### src/rtl/bpsk_pkg.sv
// rtl/bpsk_pkg.sv - shared types and defaults for the BPSK integrate-and-dump frame controller
package bpsk_pkg;

  typedef enum logic [1:0] {
    ST_IDLE    = 2'd0,
    ST_HUNT    = 2'd1,
    ST_PAYLOAD = 2'd2
  } state_e;

  localparam int unsigned DEF_SPS        = 16;
  localparam int unsigned DEF_PROD_W     = 24;
  localparam int unsigned DEF_ACC_W      = 32;
  localparam int unsigned DEF_PRE_LEN    = 8;
  localparam int unsigned DEF_FRAME_BITS = 64;
  localparam logic [7:0]  DEF_PREAMBLE   = 8'hA5;

  // Symmetric saturation limits for the default accumulator width; the most
  // negative two's-complement code is excluded so +/- limits mirror each other.
  localparam logic signed [DEF_ACC_W-1:0] DEF_ACC_MAX = {1'b0, {(DEF_ACC_W-1){1'b1}}};
  localparam logic signed [DEF_ACC_W-1:0] DEF_ACC_MIN = {1'b1, {(DEF_ACC_W-2){1'b0}}, 1'b1};

endpackage

### src/rtl/bpsk_bit_fifo2.sv
// rtl/bpsk_bit_fifo2.sv - 2-entry valid/ready bit buffer that drops (and flags) pushes when full
module bpsk_bit_fifo2 (
  input  logic clk_i,
  input  logic rst_i,
  input  logic flush_i,
  input  logic s_tvalid_i,
  input  logic s_tdata_i,
  input  logic m_tready_i,
  output logic m_tvalid_o,
  output logic m_tdata_o,
  output logic drop_o
);

  logic [1:0] cnt_q, cnt_d;
  logic       head_q, head_d;
  logic       tail_q, tail_d;
  logic       pop;

  assign m_tvalid_o = (cnt_q != 2'd0);
  assign m_tdata_o  = head_q;
  assign pop        = m_tvalid_o & m_tready_i;
  assign drop_o     = s_tvalid_i & (cnt_q == 2'd2) & ~pop & ~flush_i;

  always_comb begin
    cnt_d  = cnt_q;
    head_d = head_q;
    tail_d = tail_q;
    if (flush_i) begin
      cnt_d  = 2'd0;
      head_d = 1'b0;
      tail_d = 1'b0;
    end else begin
      case (cnt_q)
        2'd0: begin
          if (s_tvalid_i) begin
            head_d = s_tdata_i;
            cnt_d  = 2'd1;
          end
        end
        2'd1: begin
          if (s_tvalid_i && pop) begin
            head_d = s_tdata_i;
          end else if (pop) begin
            cnt_d = 2'd0;
          end else if (s_tvalid_i) begin
            tail_d = s_tdata_i;
            cnt_d  = 2'd2;
          end
        end
        2'd2: begin
          // A simultaneous pop frees the slot the incoming bit needs.
          if (pop) begin
            head_d = tail_q;
            if (s_tvalid_i) tail_d = s_tdata_i;
            else            cnt_d  = 2'd1;
          end
        end
        default: cnt_d = 2'd0;
      endcase
    end
  end

  always_ff @(posedge clk_i) begin
    if (rst_i) begin
      cnt_q  <= 2'd0;
      head_q <= 1'b0;
      tail_q <= 1'b0;
    end else begin
      cnt_q  <= cnt_d;
      head_q <= head_d;
      tail_q <= tail_d;
    end
  end

endmodule

### src/rtl/bpsk_dump_frame_ctrl.sv
// rtl/bpsk_dump_frame_ctrl.sv - symbol-aligned integrate-and-dump, slicer, preamble hunt and payload framing
module bpsk_dump_frame_ctrl
  import bpsk_pkg::*;
#(
  parameter int unsigned                SPS        = DEF_SPS,
  parameter int unsigned                PROD_W     = DEF_PROD_W,
  parameter int unsigned                ACC_W      = DEF_ACC_W,
  parameter int unsigned                PRE_LEN    = DEF_PRE_LEN,
  parameter logic [PRE_LEN-1:0]         PREAMBLE   = PRE_LEN'(DEF_PREAMBLE),
  parameter int unsigned                FRAME_BITS = DEF_FRAME_BITS
) (
  input  logic              clk,
  input  logic              rst,
  input  logic              enable,
  input  logic [PROD_W-1:0] prod_in,
  input  logic              prod_valid,
  output logic              bit_out,
  output logic              bit_valid,
  input  logic              bit_ready,
  output logic              frame_start,
  output logic              frame_active,
  output logic              overflow,
  output logic [1:0]        state_o
);

  localparam int unsigned SYM_W = $clog2(SPS);
  localparam int unsigned PAY_W = $clog2(FRAME_BITS);
  localparam int unsigned EXT_W = ACC_W + 1 - PROD_W;

  localparam logic signed [ACC_W:0] SAT_MAX = {2'b00, {(ACC_W-1){1'b1}}};
  localparam logic signed [ACC_W:0] SAT_MIN = {2'b11, {(ACC_W-2){1'b0}}, 1'b1};

  state_e                   state_q, state_d;
  logic signed [ACC_W-1:0]  acc_q;
  logic [SYM_W-1:0]         sym_q;
  logic [PRE_LEN-1:0]       shreg_q, shreg_d, shreg_shift;
  logic [PAY_W-1:0]         pay_q, pay_d;
  logic                     dec_q, dec_vld_q;
  logic                     fs_q, fs_d;
  logic                     ovf_q;
  logic                     push;
  logic                     fifo_drop;

  logic                     active;
  logic                     dump;
  logic signed [ACC_W:0]    sum_wide;
  logic signed [ACC_W:0]    sum_clamp;
  logic signed [ACC_W-1:0]  sum_sat;
  logic                     slice;

  // One-bit headroom on the sum makes overflow detection a plain compare.
  assign active    = enable && (state_q != ST_IDLE);
  assign dump      = active && prod_valid && (sym_q == SYM_W'(SPS - 1));
  assign sum_wide  = {acc_q[ACC_W-1], acc_q} + {{EXT_W{prod_in[PROD_W-1]}}, prod_in};
  assign sum_clamp = (sum_wide > SAT_MAX) ? SAT_MAX :
                     (sum_wide < SAT_MIN) ? SAT_MIN : sum_wide;
  assign sum_sat   = sum_clamp[ACC_W-1:0];
  assign slice     = ~sum_sat[ACC_W-1] & (|sum_sat);

  always_ff @(posedge clk) begin
    if (rst || !enable) begin
      acc_q     <= '0;
      sym_q     <= '0;
      dec_q     <= 1'b0;
      dec_vld_q <= 1'b0;
    end else begin
      dec_vld_q <= dump;
      if (dump) begin
        dec_q <= slice;
        acc_q <= '0;
        sym_q <= '0;
      end else if (active && prod_valid) begin
        acc_q <= sum_sat;
        sym_q <= sym_q + SYM_W'(1);
      end
    end
  end

  assign shreg_shift = {shreg_q[PRE_LEN-2:0], dec_q};

  always_comb begin
    state_d = state_q;
    shreg_d = shreg_q;
    pay_d   = pay_q;
    fs_d    = 1'b0;
    push    = 1'b0;
    if (!enable) begin
      state_d = ST_IDLE;
      shreg_d = '0;
      pay_d   = '0;
    end else begin
      case (state_q)
        ST_IDLE: state_d = ST_HUNT;
        ST_HUNT: begin
          if (dec_vld_q) begin
            shreg_d = shreg_shift;
            if (shreg_shift == PREAMBLE) begin
              state_d = ST_PAYLOAD;
              fs_d    = 1'b1;
              pay_d   = '0;
              shreg_d = '0;
            end
          end
        end
        ST_PAYLOAD: begin
          // Dropped bits still count, so frame length is fixed in symbols.
          if (dec_vld_q) begin
            push = 1'b1;
            if (pay_q == PAY_W'(FRAME_BITS - 1)) begin
              state_d = ST_HUNT;
              pay_d   = '0;
            end else begin
              pay_d = pay_q + PAY_W'(1);
            end
          end
        end
        default: state_d = ST_IDLE;
      endcase
    end
  end

  always_ff @(posedge clk) begin
    if (rst) begin
      state_q <= ST_IDLE;
      shreg_q <= '0;
      pay_q   <= '0;
      fs_q    <= 1'b0;
      ovf_q   <= 1'b0;
    end else begin
      state_q <= state_d;
      shreg_q <= shreg_d;
      pay_q   <= pay_d;
      fs_q    <= fs_d;
      ovf_q   <= enable ? (ovf_q | fifo_drop) : 1'b0;
    end
  end

  bpsk_bit_fifo2 u_fifo (
    .clk_i      (clk),
    .rst_i      (rst),
    .flush_i    (~enable),
    .s_tvalid_i (push),
    .s_tdata_i  (dec_q),
    .m_tready_i (bit_ready),
    .m_tvalid_o (bit_valid),
    .m_tdata_o  (bit_out),
    .drop_o     (fifo_drop)
  );

  assign frame_start  = fs_q;
  assign frame_active = (state_q == ST_PAYLOAD);
  assign overflow     = ovf_q;
  assign state_o      = state_q;

endmodule

### config.mk
export PLATFORM = sky130hd
export DESIGN_NAME = bpsk_dump_frame_ctrl
export DESIGN_NICKNAME = d
export VERILOG_FILES = /design/src/rtl/bpsk_pkg.sv /design/src/rtl/bpsk_bit_fifo2.sv /design/src/rtl/bpsk_dump_frame_ctrl.sv
export SDC_FILE = /design/constraint.sdc
export NUM_CORES = 1
export LEC_CHECK = 0
export CORE_MARGIN = 2
export CORE_UTILIZATION = 35
export DETAILED_ROUTE_END_ITERATION = 10
export GPL_TIMING_DRIVEN = 1
export MAX_ROUTING_LAYER = met4
export PLACE_DENSITY_LB_ADDON = 0.12
export SETUP_SLACK_MARGIN = 0.05
export SYNTH_ARGS = -nofsm -noshare
export SYNTH_HDL_FRONTEND = slang
export SYNTH_SLANG_ARGS = --single-unit
export TNS_END_PERCENT = 50
### constraint.sdc
create_clock -name clk -period 3.57 [get_ports clk]
set_input_delay 0.357 -clock clk [delete_from_list [all_inputs] [get_ports clk]]
set_output_delay 0.357 -clock clk [all_outputs]
set_load 0.01 [all_outputs]
-- Word level (Yosys, flattened, before mapping)
Cells that the tools add are included.
- $add $sub $neg: 3
- multiply operators: 0
- divide/modulo/power cells: 0
- magnitude comparators: 2
- eq/ne operators: 18
- shift-type cells: 0
- multiplexer cells: 33
- bitwise logic cells: 11
- reduce and logical (&&, ||, !) cells: 23
- operators with widths (kind ; count):
    two-way mux 32 bit ; 2
    adder 32 x 24 -> 33 bit ; 1
    greater-than comparator 33 x 32 -> 1 bit, second input constant ; 1
    less-than comparator 33 x 32 -> 1 bit, second input constant ; 1
    OR reduction 32 bit ; 1
    two-way mux 6 bit ; 4
    two-way mux 2 bit ; 10
    AND reduction 4 bit ; 4
    case mux 2 bit (3 select lines) ; 2
    case mux 6 bit (2 select lines) ; 1
    two-way mux 1 bit ; 11
    inequality test 2 x 1 -> 1 bit, second input constant ; 5
    inequality test 2 bit, second input constant ; 5
    == test 8 bit, second input constant ; 1
    nonzero test 2 bit ; 4
    two-way mux 7 bit ; 1
    adder 6 x 1 -> 6 bit, second input constant ; 1
    == test 6 bit, second input constant ; 1
    bitwise AND 1 bit ; 5
    NOT 1 bit ; 5
    AND reduction 5 bit ; 1
    adder 4 x 1 -> 4 bit, second input constant ; 1
    == test 2 x 1 -> 1 bit, second input constant ; 2
    == test 2 bit, second input constant ; 2
    other kinds (13) ; 18
- flip-flop bits (word level): 59
- latch bits: 0
- memory bits (writable): 0
- bits in read-only memories: 0
- word-level logic and storage cells: 102
- memories kept: 0

-- Longest topological paths before layout
Gate-level depths: netlist of run 1.
- depth after elaboration: 7
- depth in mapped cells: 13
- mapped depth without buffers: 13

-- Cells and area by module
Synthesis of run 1 repeated with hierarchy kept, for this count alone.
- cells, all modules: 555
- area total of the unflattened synthesis: 4581.9 µm²
- modules (own cells, without submodules) (module ; times used ; cells an instance ; area each (µm²)):
    bpsk_dump_frame_ctrl ; 1 ; 524 ; 4319.1
    bpsk_bit_fifo2 ; 1 ; 31 ; 262.8

-- Worst setup path after synthesis of run 1
Ideal clock, no wire load.
- kind: input-to-reg
- from: input port prod_in[0]
- to: register dec_q
- arrival: 2771 ps
- setup slack: 685 ps
- cell stages on the path: 13
- cells stage by stage: ha_1 -> inv_1 -> fa_1 -> nor2b_1 -> o211ai_1 -> a211oi_1 -> o21ai_1 -> a31oi_1 -> a21oi_1 -> xnor2_1 -> nor4_1 -> nand4_1 -> a21o_1
- cells in the longest elaborated chain, start to end: 6
- elaborated cells between the ends (all ways): 8
- RTL lines (item ; RTL line ; source):
    start, declared ; bpsk_dump_frame_ctrl.sv:15 ; input logic [PROD_W-1:0] prod_in,
    adder 32 x 24 -> 33 bit * ; bpsk_dump_frame_ctrl.sv:54 ; assign sum_wide = {acc_q[ACC_W-1], acc_q} + {{EXT_W{prod_in[PROD_W-1]}}, prod_in};
    less-than comparator 33 x 32 -> 1 bit ; bpsk_dump_frame_ctrl.sv:56 ; (sum_wide < SAT_MIN) ? SAT_MIN : sum_wide;
    two-way mux 32 bit ; bpsk_dump_frame_ctrl.sv:56 ;
    two-way mux 32 bit * ; bpsk_dump_frame_ctrl.sv:55 ; assign sum_clamp = (sum_wide > SAT_MAX) ? SAT_MAX :
    OR reduction 32 bit or NOT 1 bit (tied branches) ; bpsk_dump_frame_ctrl.sv:58 ; assign slice = ~sum_sat[ACC_W-1] & (|sum_sat);
    bitwise AND 1 bit * ; bpsk_dump_frame_ctrl.sv:58 ;
    end signal, assigned ; bpsk_dump_frame_ctrl.sv:69 ; dec_q <= slice;
    end, declared ; bpsk_dump_frame_ctrl.sv:38 ; logic dec_q, dec_vld_q;
Every way passes the cells marked *; elsewhere a longest branch is shown, timed or not.
A chain may end at the register's enable or synchronous reset.

-- Worst setup path after layout of run 1
Ends and elaborated chain as after synthesis.

==> impl_results.md, run 1 <==
* Commonest non-fill, non-tap cell in the layout: a21oi_1
* Routed vias at 4787
* Worst setup SP type: primary input
* Worst Clk Skew at 0.00484 ns
* Fmax at 303 MHz
* Final period util at 92.4%
* Leak at 0.00233 uW
* RSZ-0062 raised after global routing: false
* GP Congestion at 0.920
* Post-CTS setup buffers at 0
* Core Rows at 41
* Critical Path Fanout Max at 4
* Power Dens Cells at 341 nW/um^2
* Worst hold path type: reg2reg
* CTS tree: yes
* WL final at 13300 microns
* Die width at 119 microns
* Mapped Cells at 633
* Synthesized Nets at 697
* Ant diodes at 0
* Final setup violation count at 0
* Hold path depth at 2
* Post-synth top flop: dfxtp_1
* Sink Count at 59
* Crit path DAT at 3.53 ns
* R2R depth at 14
* Synth Register Bits at 59
* GRT Overall Usage at 20.1%
* Post-placement setup slack at -0.0612 ns
* Max Cap Violations at 0
* Outcome: complete, no violations
* First-pass GRT wire length at 22400 microns
* Critical path class: in2reg
* Initial DRC count at 275
* Bufs on Longest Clock Path at 2
* PnR worst setup slack at 0.271 ns
* Drt pass-1 iters at 5
* HP Start: shreg_q[2]
* IO Port Bufs at 35
* Maximum VDD drop at 0.196 mV
* Post-Syn Area at 4590 sq um
* Syn. warnings at 0
* Final Slew Violations at 0
* H-tree depth at 3
* Synth Area per Inst at 7.26 sq um
* Clock period minus worst slack at 3.30 ns
* Overall Power at 1950 uW
* Antenna violations before repair at 0
* Crit path required time at 3.81 ns
* Initial Util at 36.1%
* Headroom to the max-slew limit at 43.1%
* Global route overflow at 0
* Post-synth ARST share at 0%
* Worst Hold End: shreg_q[2]
* R2r setup slk at 0.41 ns
* Layout Utilization at 45.0%
* Avg WL per Cell at 15.3 microns
* Nets at 759
* Clock transition at path regs at 0.06 ns
* Hold buffers post-CTS at 0
* Reg-to-Reg Start: acc_q[0]
* Layout area overhead at 24.5%
* Post-DP HPWL at 10100 microns
* # DRC at 0
* Worst hold slack at 0.464 ns
* Commonest cells after routing, fill and taps aside: 76 x a21oi_1, 74 x nand2_1, 59 x dfxtp_1, 54 x nor2_1, 53 x o21ai_0
* Num CTS Buffers at 9
* Root buffer cell: clkbuf_16
* DR vias/cell at 5.49
* Die Area at 14100 sq um
* I/O pin count at 36
* Synth unique cells at 60
* Sequential share of the synthesized area at 25.7%
* Vias in the first global route at 4550
* Kind of end point of the critical path: flip-flop
* Post-DRT Antenna Nets at 0
* Largest net degree at the start of global routing at 55
* RR Endpoint: dec_q
* Clk_lat worst skew at 0.34 ns
* Number of synthesized flops with an enable pin at 0
* Core area at 12700 sq um
* Layout cells sized above 1 at 10.3%
* Final hold violations at 0
* Die span in y at 119 microns
* Actual slew at the worst max-slew pin at 0.840 ns
[worst max path at each step]
stage                           from  endpoint  slack (ns)  cells after the start
after detailed placement  prod_in[0]     dec_q       -0.06                     15
after floorplan           prod_in[0]     dec_q        0.68                     13
after global placement    prod_in[1]     dec_q        0.05                     12
after global routing      prod_in[1]     dec_q        0.07                     11
final                     prod_in[0]     dec_q        0.27                     15
after CTS                 prod_in[0]     dec_q        0.29                     15
[stage by stage]
| step | setup TNS, ns | instance area, sq um | instances |
|---|---|---|---|
| after global placement | 0 | 5390 | 856 |
| after detailed placement | -0.0612 | 5390 | 856 |
| final | 0 | 5720 | 872 |
| after floorplan | 0 | 4590 | 633 |
| after CTS | 0 | 5710 | 872 |
| after global routing | 0 | 5720 | 872 |
[routing by layer]
| metal | routed length, microns | track usage (%) | up-vias | share of wire [%] |
|---|---|---|---|---|
| li1 | - | - | 2448 | - |
| met1 | 6670 | 26.6 | 2236 | 50 |
| met2 | 5970 | 30.9 | 84 | 45 |
| met3 | 429 | 3.23 | 19 | 3.2 |
| met4 | 267 | 7.14 | 0 | 2.0 |
| met5 | 0 | - | - | 0 |
[sequential cells by signal (all words and copies together), names as in the netlist, 2 cells and up]
register / count
pay_q: 6
state_o: 2
acc_q: 32
sym_q: 4
shreg_q: 7
u_fifo.cnt_q: 2
[layout make-up]
cell class	instances	area (sq um)
fillers	1325	7000
clock inverters	4	73.8
inverters	16	60.1
repair buffers	82	728
multi-input cells	527	3220
well taps	172	215
flip-flops and latches	59	1180
clock buffers	12	246
[worst max-delay path, cell delays in order]
cell             delay [ns]
clkdlybuf4s50_1        0.48
ha_1                   0.18
inv_1                  0.06
fa_1                   0.38
nor2b_1                0.18
o211ai_1               0.18
a31oi_1                0.24
buf_4                  0.16
nor3_1                 0.05
o21ai_1                0.26
xor2_1                 0.12
or3_1                  0.33
nor4_1                 0.19
nand4_1                0.18
a21o_1                 0.20
[Yosys cell counts, types with 5 or more instances]
| library cell | number | area share [%] |
|---|---|---|
| o21ai_1 | 33 | 3.6 |
| nand2_1 | 74 | 6.0 |
| nor2_1 | 54 | 4.4 |
| clkbuf_1 | 25 | 2.0 |
| nor3_1 | 16 | 1.7 |
| o211ai_1 | 9 | 1.5 |
| ha_1 | 34 | 9.3 |
| xor2_1 | 15 | 2.9 |
| nand2b_1 | 5 | 0.68 |
| o21ai_0 | 53 | 5.8 |
| a31oi_1 | 20 | 2.7 |
| inv_1 | 16 | 1.3 |
| a21o_1 | 8 | 1.3 |
| and3_1 | 9 | 1.2 |
| a21oi_1 | 76 | 8.3 |
| o31ai_1 | 5 | 0.82 |
| nand4_1 | 9 | 1.2 |
| a211oi_1 | 5 | 0.82 |
| dfxtp_1 | 59 | 26 |
| nand3_1 | 20 | 2.2 |
| xnor2_1 | 17 | 3.2 |
| o21a_1 | 5 | 0.82 |
[where the power goes]
part | total [uW] | switching, uW | leakage [uW] | internal [uW]
combinational | 333 | 192 | 0.00169 | 141
sequential | 669 | 3.98 | 0.000476 | 665
clock | 949 | 319 | 0.000157 | 630
[cells by family after synthesis]
kind of cell,share of synthesized area (%)
compound gates,31.0
simple gates,21.4
flops,25.7
buf+inv,4.52
fa+ha+maj,10.1
xor+xnor,6.10
mux,1.20
[repair_timing]
action                                 in CTS  in global routing
gates resized for setup                     0                  2
endpoints found under the hold margin       0                  0
setup endpoints to repair                   0                  2
(Power assumes the default switching activity.)
==> run 2, diff against run 1 <==
- MAX_ROUTING_LAYER: met4 -> not set
==> run 2 against run 1 <==
Critical path depth unchanged. Utilization stayed put. Sequential share of layout area unchanged. Sequential cell count is the same. Combinational power is essentially flat. First-iteration DRC count rose by 8.4%. Register-to-register slack better by 0.02 ns. Non-clock buffer count did not move. Critical endpoint unchanged. Largest power group unchanged.
==> impl_results.md, run 2 (synthesis gave the netlist of run 1 again) <==
* Core Rows at 41 (unchanged)
* Critical Path Fanout Max at 4 (unchanged)
* Worst hold path type: reg2reg
* Leak at 0.00233 uW (unchanged)
* CP peak stage delay at 0.48 ns (about the same)
* Commonest non-fill, non-tap cell in the layout: a21oi_1
* Final period util at 92.0% (-0.37 points)
* Crit path DAT at 3.52 ns (about the same)
* Actual slew at the worst max-slew pin at 0.841 ns (+0.00108 ns)
* Clk_lat worst skew at 0.34 ns (about the same)
* Final Slew Violations at 0 (unchanged)
* Vias in the first global route at 4559 (+0.20%)
* Sink Count at 59 (unchanged)
* Nets at 759 (unchanged)
* Hold buffers post-CTS at 0 (unchanged)
* Kind of end point of the critical path: flip-flop
* Critical path class: in2reg
* Bufs on Longest Clock Path at 2 (unchanged)
* IO Port Bufs at 35 (unchanged)
* Final setup violation count at 0 (unchanged)
* Reg-to-Reg Start: acc_q[0]
* Slowest-stage cell, CP: clkdlybuf4s50_1
* PnR worst setup slack at 0.284 ns (+0.0133 ns)
* Largest net degree at the start of global routing at 55 (unchanged)
* Critical Path End: dec_q
* CTS tree: yes
* Worst setup SP type: primary input
* RR Endpoint: dec_q
* Critical Path Start: prod_in[0]
* Max Cap Violations at 0 (unchanged)
* Maximum VDD drop at 0.194 mV (-0.65%)
* Post-DP HPWL at 10100 microns (unchanged)
* Layout area overhead at 24.5% (unchanged)
* Clock transition at path regs at 0.06 ns (about the same)
* Crit path required time at 3.80 ns (about the same)
* Global route overflow at 0 (unchanged)
* Worst Clk Skew at 0.00456 ns (-0.000277 ns)
* Multi-input logic area at 3220 sq um (unchanged)
* Initial Util at 36.1% (unchanged)
* Post-placement setup slack at -0.0612 ns (unchanged)
* Commonest cells after routing, fill and taps aside: 76 x a21oi_1, 74 x nand2_1, 59 x dfxtp_1, 54 x nor2_1, 53 x o21ai_0
* Worst-path cell chain: clkdlybuf4s50_1, ha_1, inv_1, fa_1, nor2b_1, o211ai_1, a31oi_1, buf_4, nor3_1, o21ai_1, xor2_1, or3_1, nor4_1, nand4_1, a21o_1
* Power Dens Cells at 341 nW/um^2 (about the same)
* # DRC at 0 (unchanged)
* Drt pass-1 iters at 4 (-1)
* Clock period minus worst slack at 3.29 ns (-0.0133 ns)
* Fmax at 304 MHz (+0.40%)
* GRT Overall Usage at 19.5% (-0.59 points)
* WL final at 13400 microns (+0.19%)
* TNS Setup at 0 ns (unchanged)
* R2r setup slk at 0.43 ns (+0.02 ns)
* First-pass GRT wire length at 22400 microns (-0.22%)
* Layout cells sized above 1 at 10.3% (unchanged)
* DR vias/cell at 5.47 (-0.31%)
* I/O pin count at 36 (unchanged)
* FILL cells at 1325 (unchanged)
* Die width at 119 microns (unchanged)
* Die Area at 14100 sq um (unchanged)
* Num CTS Buffers at 9 (unchanged)
* R2R depth at 14 (unchanged)
* Headroom to the max-slew limit at 43.1% (-0.073 points)
* Die span in y at 119 microns (unchanged)
* Top Registers: acc_q (32), shreg_q (7), pay_q (6)
* H-tree depth at 3 (unchanged)
* Initial DRC count at 298 (+8.4%)
* Post-DRT Antenna Nets at 0 (unchanged)
* Ant diodes at 0 (unchanged)
* Antenna violations before repair at 0 (unchanged)
* Outcome: complete, no violations
* Avg WL per Cell at 15.3 microns (+0.19%)
* Post-CTS setup buffers at 0 (unchanged)
* Final hold violations at 0 (unchanged)
* Routed vias at 4772 (-0.31%)
* GP Congestion at 0.905 (-1.7%)
* Root buffer cell: clkbuf_16
* Max reg flops at 32 (unchanged)
* Top reg by flops: acc_q
* Core area at 12700 sq um (unchanged)
* Register Area at 1180 sq um (unchanged)
* RSZ-0062 raised after global routing: false
==> run 2: cell counts in the layout (fill, tap and decap cells not counted) <==
No cell type changed its count.
==> run 2: routing by layer <==
metal	up-vias	global-route usage (%)	part of all wire, %
met5	-	0	0
li1	2448	-	-
met2	74	30.9	45
met3	20	3.23	2.8
met1	2230	26.4	50
met4	0	7.14	2.1
==> run 2: how the worst min path moves through the flow <==
stage | start | endpoint | slack, ns | depth (start not counted)
after floorplan | shreg_q[6] | shreg_q[6] | 0.44 | 2
after global placement | shreg_q[6] | shreg_q[6] | 0.44 | 2
after detailed placement | shreg_q[2] | shreg_q[2] | 0.46 | 2
after CTS | shreg_q[2] | shreg_q[2] | 0.47 | 2
after global routing | shreg_q[2] | shreg_q[2] | 0.49 | 2
final | shreg_q[2] | shreg_q[2] | 0.46 | 2
==> run 2: what timing repair did <==
action	4_1_cts	5_1_grt
hold endpoints to repair	0	0
endpoints found under the setup margin	0	2
resized for setup	0	2
==> run 2: worst max-delay path, delay by kind of cell <==
family,cells,cell delay [ns]
xor+xnor,1,0.12
fa+ha+maj,2,0.56
compound gates,4,0.88
simple gates,5,0.91
buf+inv,3,0.69
==> run 2: power by group <==
group / switching (uW) / internal (uW) / leakage, uW
logic: 192 / 141 / 0.00169
clock network: 318 / 630 / 0.000157
registers: 3.97 / 665 / 0.000476
total: 513 / 1440 / 0.00233
==> run 2: cell type report <==
class	instances	area share, %
multi-input combinational	527	56.2
sequential	59	20.6
timing repair buffer	82	12.7
clock buffer	12	4.31
tap	172	3.76
clock inverter	4	1.29
inverter	16	1.05
==> run 2: per-stage QoR <==
step           instances  area, sq um  power (uW)  util (%)  hold WS [ns]
2_1_floorplan        633         4590         883         -         0.436
3_3_place_gp         856         5390        1010      42.4         0.443
3_5_place_dp         856         5390        1010      42.4         0.458
4_1_cts              872         5710        1970      44.9         0.466
5_1_grt              872         5720        2030      45.0         0.495
6_report             872         5720        1950      45.0         0.464
==> patch 1 (flow settings as in run 2) <==
The package constant `DEF_SPS` goes from 16 to 32.
--- a/src/rtl/bpsk_pkg.sv
+++ b/src/rtl/bpsk_pkg.sv
@@ -8,5 +8,5 @@
   } state_e;
 
-  localparam int unsigned DEF_SPS        = 16;
+  localparam int unsigned DEF_SPS        = 32;
   localparam int unsigned DEF_PROD_W     = 24;
   localparam int unsigned DEF_ACC_W      = 32;
Function: same outputs for any inputs over 10 cycles, from zero or initial values; that may be too few to reach the edited logic, so the function may still have changed.
==> patch 1 against run 2 <==
  * Global-route usage increased by 0.87 points
  * Synthesized area is 0.63% higher
  * Design area up 17%
  * Combinational power grew 25%
  * Clock skew rose by 0.0027 ns
  * Via count is 7.4% higher
  * Sequential cell count is 1 higher
  * Power grew 4.9%
  * Routed wire length grew 7.0%
  * Final cell count increased by 9.5%
  * Worst setup slack worse by 0.22 ns
  * Critical path depth shrank 4
  * Core utilization grew 7.6 points
  * Critical endpoint unchanged
  * Largest cell class unchanged
  * Highest routed layer unchanged
==> patch 1: results (changes against run 2) <==
| Quantity | Value | Unit | vs run 2 |
|---|---|---|---|
| Resize count post-CTS | 21 | - | +21 |
| Die X-Extent | 118.9 | um | +0.30% |
| Total number of nets in the final design | 844 | - | +11% |
| DRT iter0 DRCs | 276 | - | -7.4% |
| Non-clk buf share | 0.2066 | - | +0.07936 |
| Slack of the worst reg-to-reg path | 0.06 | ns | -0.37 ns |
| Cell with the biggest individual delay on the critical path | sky130_fd_sc_hd__or4_4 | - |  |
| Pwr/cell area | 304.1 | mW/mm2 | -11% |
| Routability Congestion | 0.9154 | - | +1.2% |
| Tightest Pin Transition | 0.7622 | ns | -0.07868 ns |
| Top cells by area in the synthesized netlist | sky130_fd_sc_hd__dfxtp_1 26%, sky130_fd_sc_hd__ha_1 9.5%, sky130_fd_sc_hd__a21oi_1 8.9%, sky130_fd_sc_hd__o21ai_0 6.8%, sky130_fd_sc_hd__nor2_1 5.3% | - |  |
| Worst slack at placement | -0.4530 | ns | -0.3918 ns |
| First-pass GRT wire length | 23310 | um | +4.2% |
| Register area share after synthesis | 0.2598 | - | +0.002730 |
| Clock-cell share | 0.04710 | - | -0.008885 |
| Fill cell total of the finished layout | 1216 | - | -8.2% |
| Layout cells sized above 1 | 0.2593 | - | +0.1564 |
| Worst hold margin | 0.4598 | ns | -0.004352 ns |
| Vias in the first global route | 4799 | - | +5.3% |
| Vias post-DR | 5126 | - | +7.4% |
| Syn nets | 685 | - | -1.7% |
| Outcome | finished clean | - |  |
| Leakage | 2.842 | nW | +22% |
| Multi-input combinational cell count | 514 | - | -2.5% |
| Nonclk inv count | 22 | - | +6 |
| TritonCTS Sinks | 60 | - | +1.7% |
| Maximum resistive drop on vdd | 0.1782 | mV | -8.4% |
| Worst stage delay on the critical path | 0.57 | ns | +0.09 ns |
| R2R depth | 11 | - | -3 |
| Area of combinational cells with multiple inputs | 0.003507 | mm2 | +9.0% |
| Number of optimization iterations in the first detailed-route pass | 6 | - | +2 |
| Detailed-placement wirelength estimate | 10380 | um | +2.6% |
| Non-clock buffer total of the final layout | 172 | - | +110% |
[patch 1: cell types whose count changed after synthesis, moves of 6 or more]
cell	run 2	this run
sky130_fd_sc_hd__a31oi_1	20	6
sky130_fd_sc_hd__o21ai_1	33	3
sky130_fd_sc_hd__o211ai_1	9	3
sky130_fd_sc_hd__a21oi_1	76	82
sky130_fd_sc_hd__nand2_1	74	56
sky130_fd_sc_hd__o21ai_0	53	63
sky130_fd_sc_hd__maj3_1	2	12
sky130_fd_sc_hd__a211oi_1	5	12
sky130_fd_sc_hd__nor2_1	54	65
[patch 1: routing by layer]
layer	wire length [um]	global-route usage	vias up
li1	-	-	2604
met1	7013	0.2714	2411
met2	6502	0.3319	96
met3	547	0.03831	15
met4	229	0.06250	0
met5	0	0	-
[patch 1: how the worst max path moves through the flow]
stage | from | end | slack (ns) | cells past startpoint
after CTS | prod_in[7] | dec_q | 0.06 | 13
after floorplan | prod_in[3] | dec_q | 0.24 | 11
after global routing | prod_in[6] | dec_q | -0.05 | 12
after global placement | prod_in[0] | dec_q | -0.41 | 16
final | acc_q[1] | dec_q | 0.06 | 11
after detailed placement | prod_in[0] | dec_q | -0.45 | 14
[patch 1: power by group]
group | switching, mW | total, mW | internal [mW]
Combinational | 0.212 | 0.417 | 0.205
Sequential | 0.00471 | 0.680 | 0.675
Clock | 0.321 | 0.947 | 0.626
Total | 0.538 | 2.04 | 1.51
[patch 1: kinds of logic (layout without fill, tap and decap cells)]
kind of cell	count (synthesis)	after routing	share of synthesized area
adder cells (fa/ha/maj)	48	48	0.1250
XOR/XNOR	24	24	0.04547
AND/OR/NAND/NOR	210	210	0.2152
buffers and inverters	46	209	0.03843
multiplexers	8	8	0.01759
AO/OA/AOI/OAI	224	224	0.2985
flip-flops	60	60	0.2598
==> patch 2 (config.mk and constraints of run 2) <==
Without the edit above. Reset style: asynchronous (`rst` and `rst_i`), changed in 2 clocked blocks.
--- a/src/rtl/bpsk_bit_fifo2.sv
+++ b/src/rtl/bpsk_bit_fifo2.sv
@@ -61,5 +61,5 @@
   end
 
-  always_ff @(posedge clk_i) begin
+  always_ff @(posedge clk_i or posedge rst_i) begin
     if (rst_i) begin
       cnt_q  <= 2'd0;
--- a/src/rtl/bpsk_dump_frame_ctrl.sv
+++ b/src/rtl/bpsk_dump_frame_ctrl.sv
@@ -120,5 +120,5 @@
   end
 
-  always_ff @(posedge clk) begin
+  always_ff @(posedge clk or posedge rst) begin
     if (rst) begin
       state_q <= ST_IDLE;
Formal check against the unedited RTL: differs if rst is asserted again (counterexample within 4 cycles, from zero or initial values and one cycle with rst high); with rst held inactive, the same outputs for 10 cycles.
==> patch 2 against run 2 <==
  * Critical path depth unchanged
  * Routed wire length increased by 2.7%
  * Synthesized area decreased by 1.0%
  * Worst setup slack got worse by 0.15 ns
  * Design area increased by 14%
  * Power increased by 7.3%
  * Clock power decreased by 13%
  * Sequential cell count unchanged
  * Sequential share of layout area decreased by 0.96 points
  * Count of clock-buffer cells in the layout unchanged
  * Critical endpoint is now acc_q[1]
  * Largest power group unchanged
  * Highest routed layer unchanged
==> patch 2: results (changes against run 2) <==
| Quantity | Value | Unit | vs run 2 |
|---|---|---|---|
| Worst slew slack as a fraction of its limit | 0.4917 | - | +0.06112 |
| Cells after synthesis | 565 | - | -11% |
| Top cells by area in the synthesized netlist | sky130_fd_sc_hd__dfxtp_1 17%, sky130_fd_sc_hd__dfrtp_1 12%, sky130_fd_sc_hd__ha_1 9.4%, sky130_fd_sc_hd__nand2_1 5.3%, sky130_fd_sc_hd__a21oi_1 5.1% | - |  |
| Pwr/cell area | 319.9 | mW/mm2 | -6.1% |
| Detailed-placement wirelength estimate | 10550 | um | +4.3% |
| Worst hold margin | 0.3710 | ns | -0.09316 ns |
| Worst slack at placement | -0.5716 | ns | -0.5104 ns |
| Biggest fanout along the worst timing path | 8 | - | +4 |
| R2R depth | 15 | - | +1 |
| Data arrival time at the worst-slack endpoint | 3.62 | ns | +0.10 ns |
| Worst setup path endpoint | acc_q[1] | - |  |
| Routability Congestion | 0.9023 | - | -0.28% |
| Final period utilization | 0.9629 | - | +0.04252 |
| Total number of nets in the final design | 779 | - | +2.6% |
| Overall routing resource usage | 0.2017 | - | +0.007029 |
| Layout cells sized above 1 | 0.2847 | - | +0.1819 |
| Share of flip-flops with an asynchronous set or reset after synthesis | 0.3559 | - | +0.3559 |
| Post-detailed-placement cell area | 0.005896 | mm2 | +9.4% |
| Register area share after synthesis | 0.2828 | - | +0.02573 |
| Post-Route WL | 13720 | um | +2.7% |
| Worst path top cell family by delay | compound AO/OA/AOI/OAI gates | - |  |
| Syn nets | 629 | - | -9.8% |
| Number of library cell types mapped by synthesis | 73 | - | +22% |
| Routed wire length per instance | 15.38 | um | +0.41% |
| Outcome | finished clean | - |  |
[patch 2: tightest hold or removal path, delay by kind of cell]
kind                   cells  cell delay [ns]
buffers and inverters      3             0.74
[patch 2: power groups by stage]
stage	Clock (mW)	Sequential (mW)	Combinational, mW
global placement	0	0.700	0.513
detailed placement	0	0.700	0.519
CTS	0.846	0.687	0.552
finish	0.825	0.688	0.580
floorplan	0	0.697	0.272
global route	0.874	0.689	0.633
[patch 2: kinds of logic (layout without fill, tap and decap cells)]
| kind of cell | Yosys count | count (layout) | share of synthesized area |
|---|---|---|---|
| buf+inv | 40 | 195 | 0.03906 |
| flops | 59 | 59 | 0.2828 |
| simple gates | 211 | 211 | 0.2303 |
| mux | 5 | 5 | 0.01100 |
| xor+xnor | 24 | 24 | 0.04622 |
| compound gates | 190 | 190 | 0.2905 |
| fa+ha+maj | 36 | 36 | 0.1001 |
[patch 2: routing by layer]
metal | global-route usage | wire length (um) | vias to the layer above
met3 | 0.03682 | 536 | 21
li1 | - | - | 2399
met2 | 0.3503 | 6798 | 73
met4 | 0.07756 | 315 | 0
met5 | 0 | 0 | -
met1 | 0.2469 | 6069 | 2248
[patch 2: cell type report]
| cell class | count | area [um2] |
|---|---|---|
| clock buffer | 12 | 256.5 |
| clock inverter | 4 | 26.28 |
| fill | 1238 | 6130 |
| inverter | 15 | 56.30 |
| multi-input combinational | 466 | 3324 |
| sequential | 59 | 1287 |
| tap | 172 | 215.2 |
| timing repair buffer | 164 | 1375 |
[patch 2: what timing repair did]
action | in CTS | in global routing
hold buffers | 0 | 0
resized for setup | 20 | 24
pin swaps | 17 | 22
hold endpoints to repair | 0 | 0
endpoints found under the setup margin | 32 | 30
buffers inserted | 6 | 5
gates cloned | 1 | 0
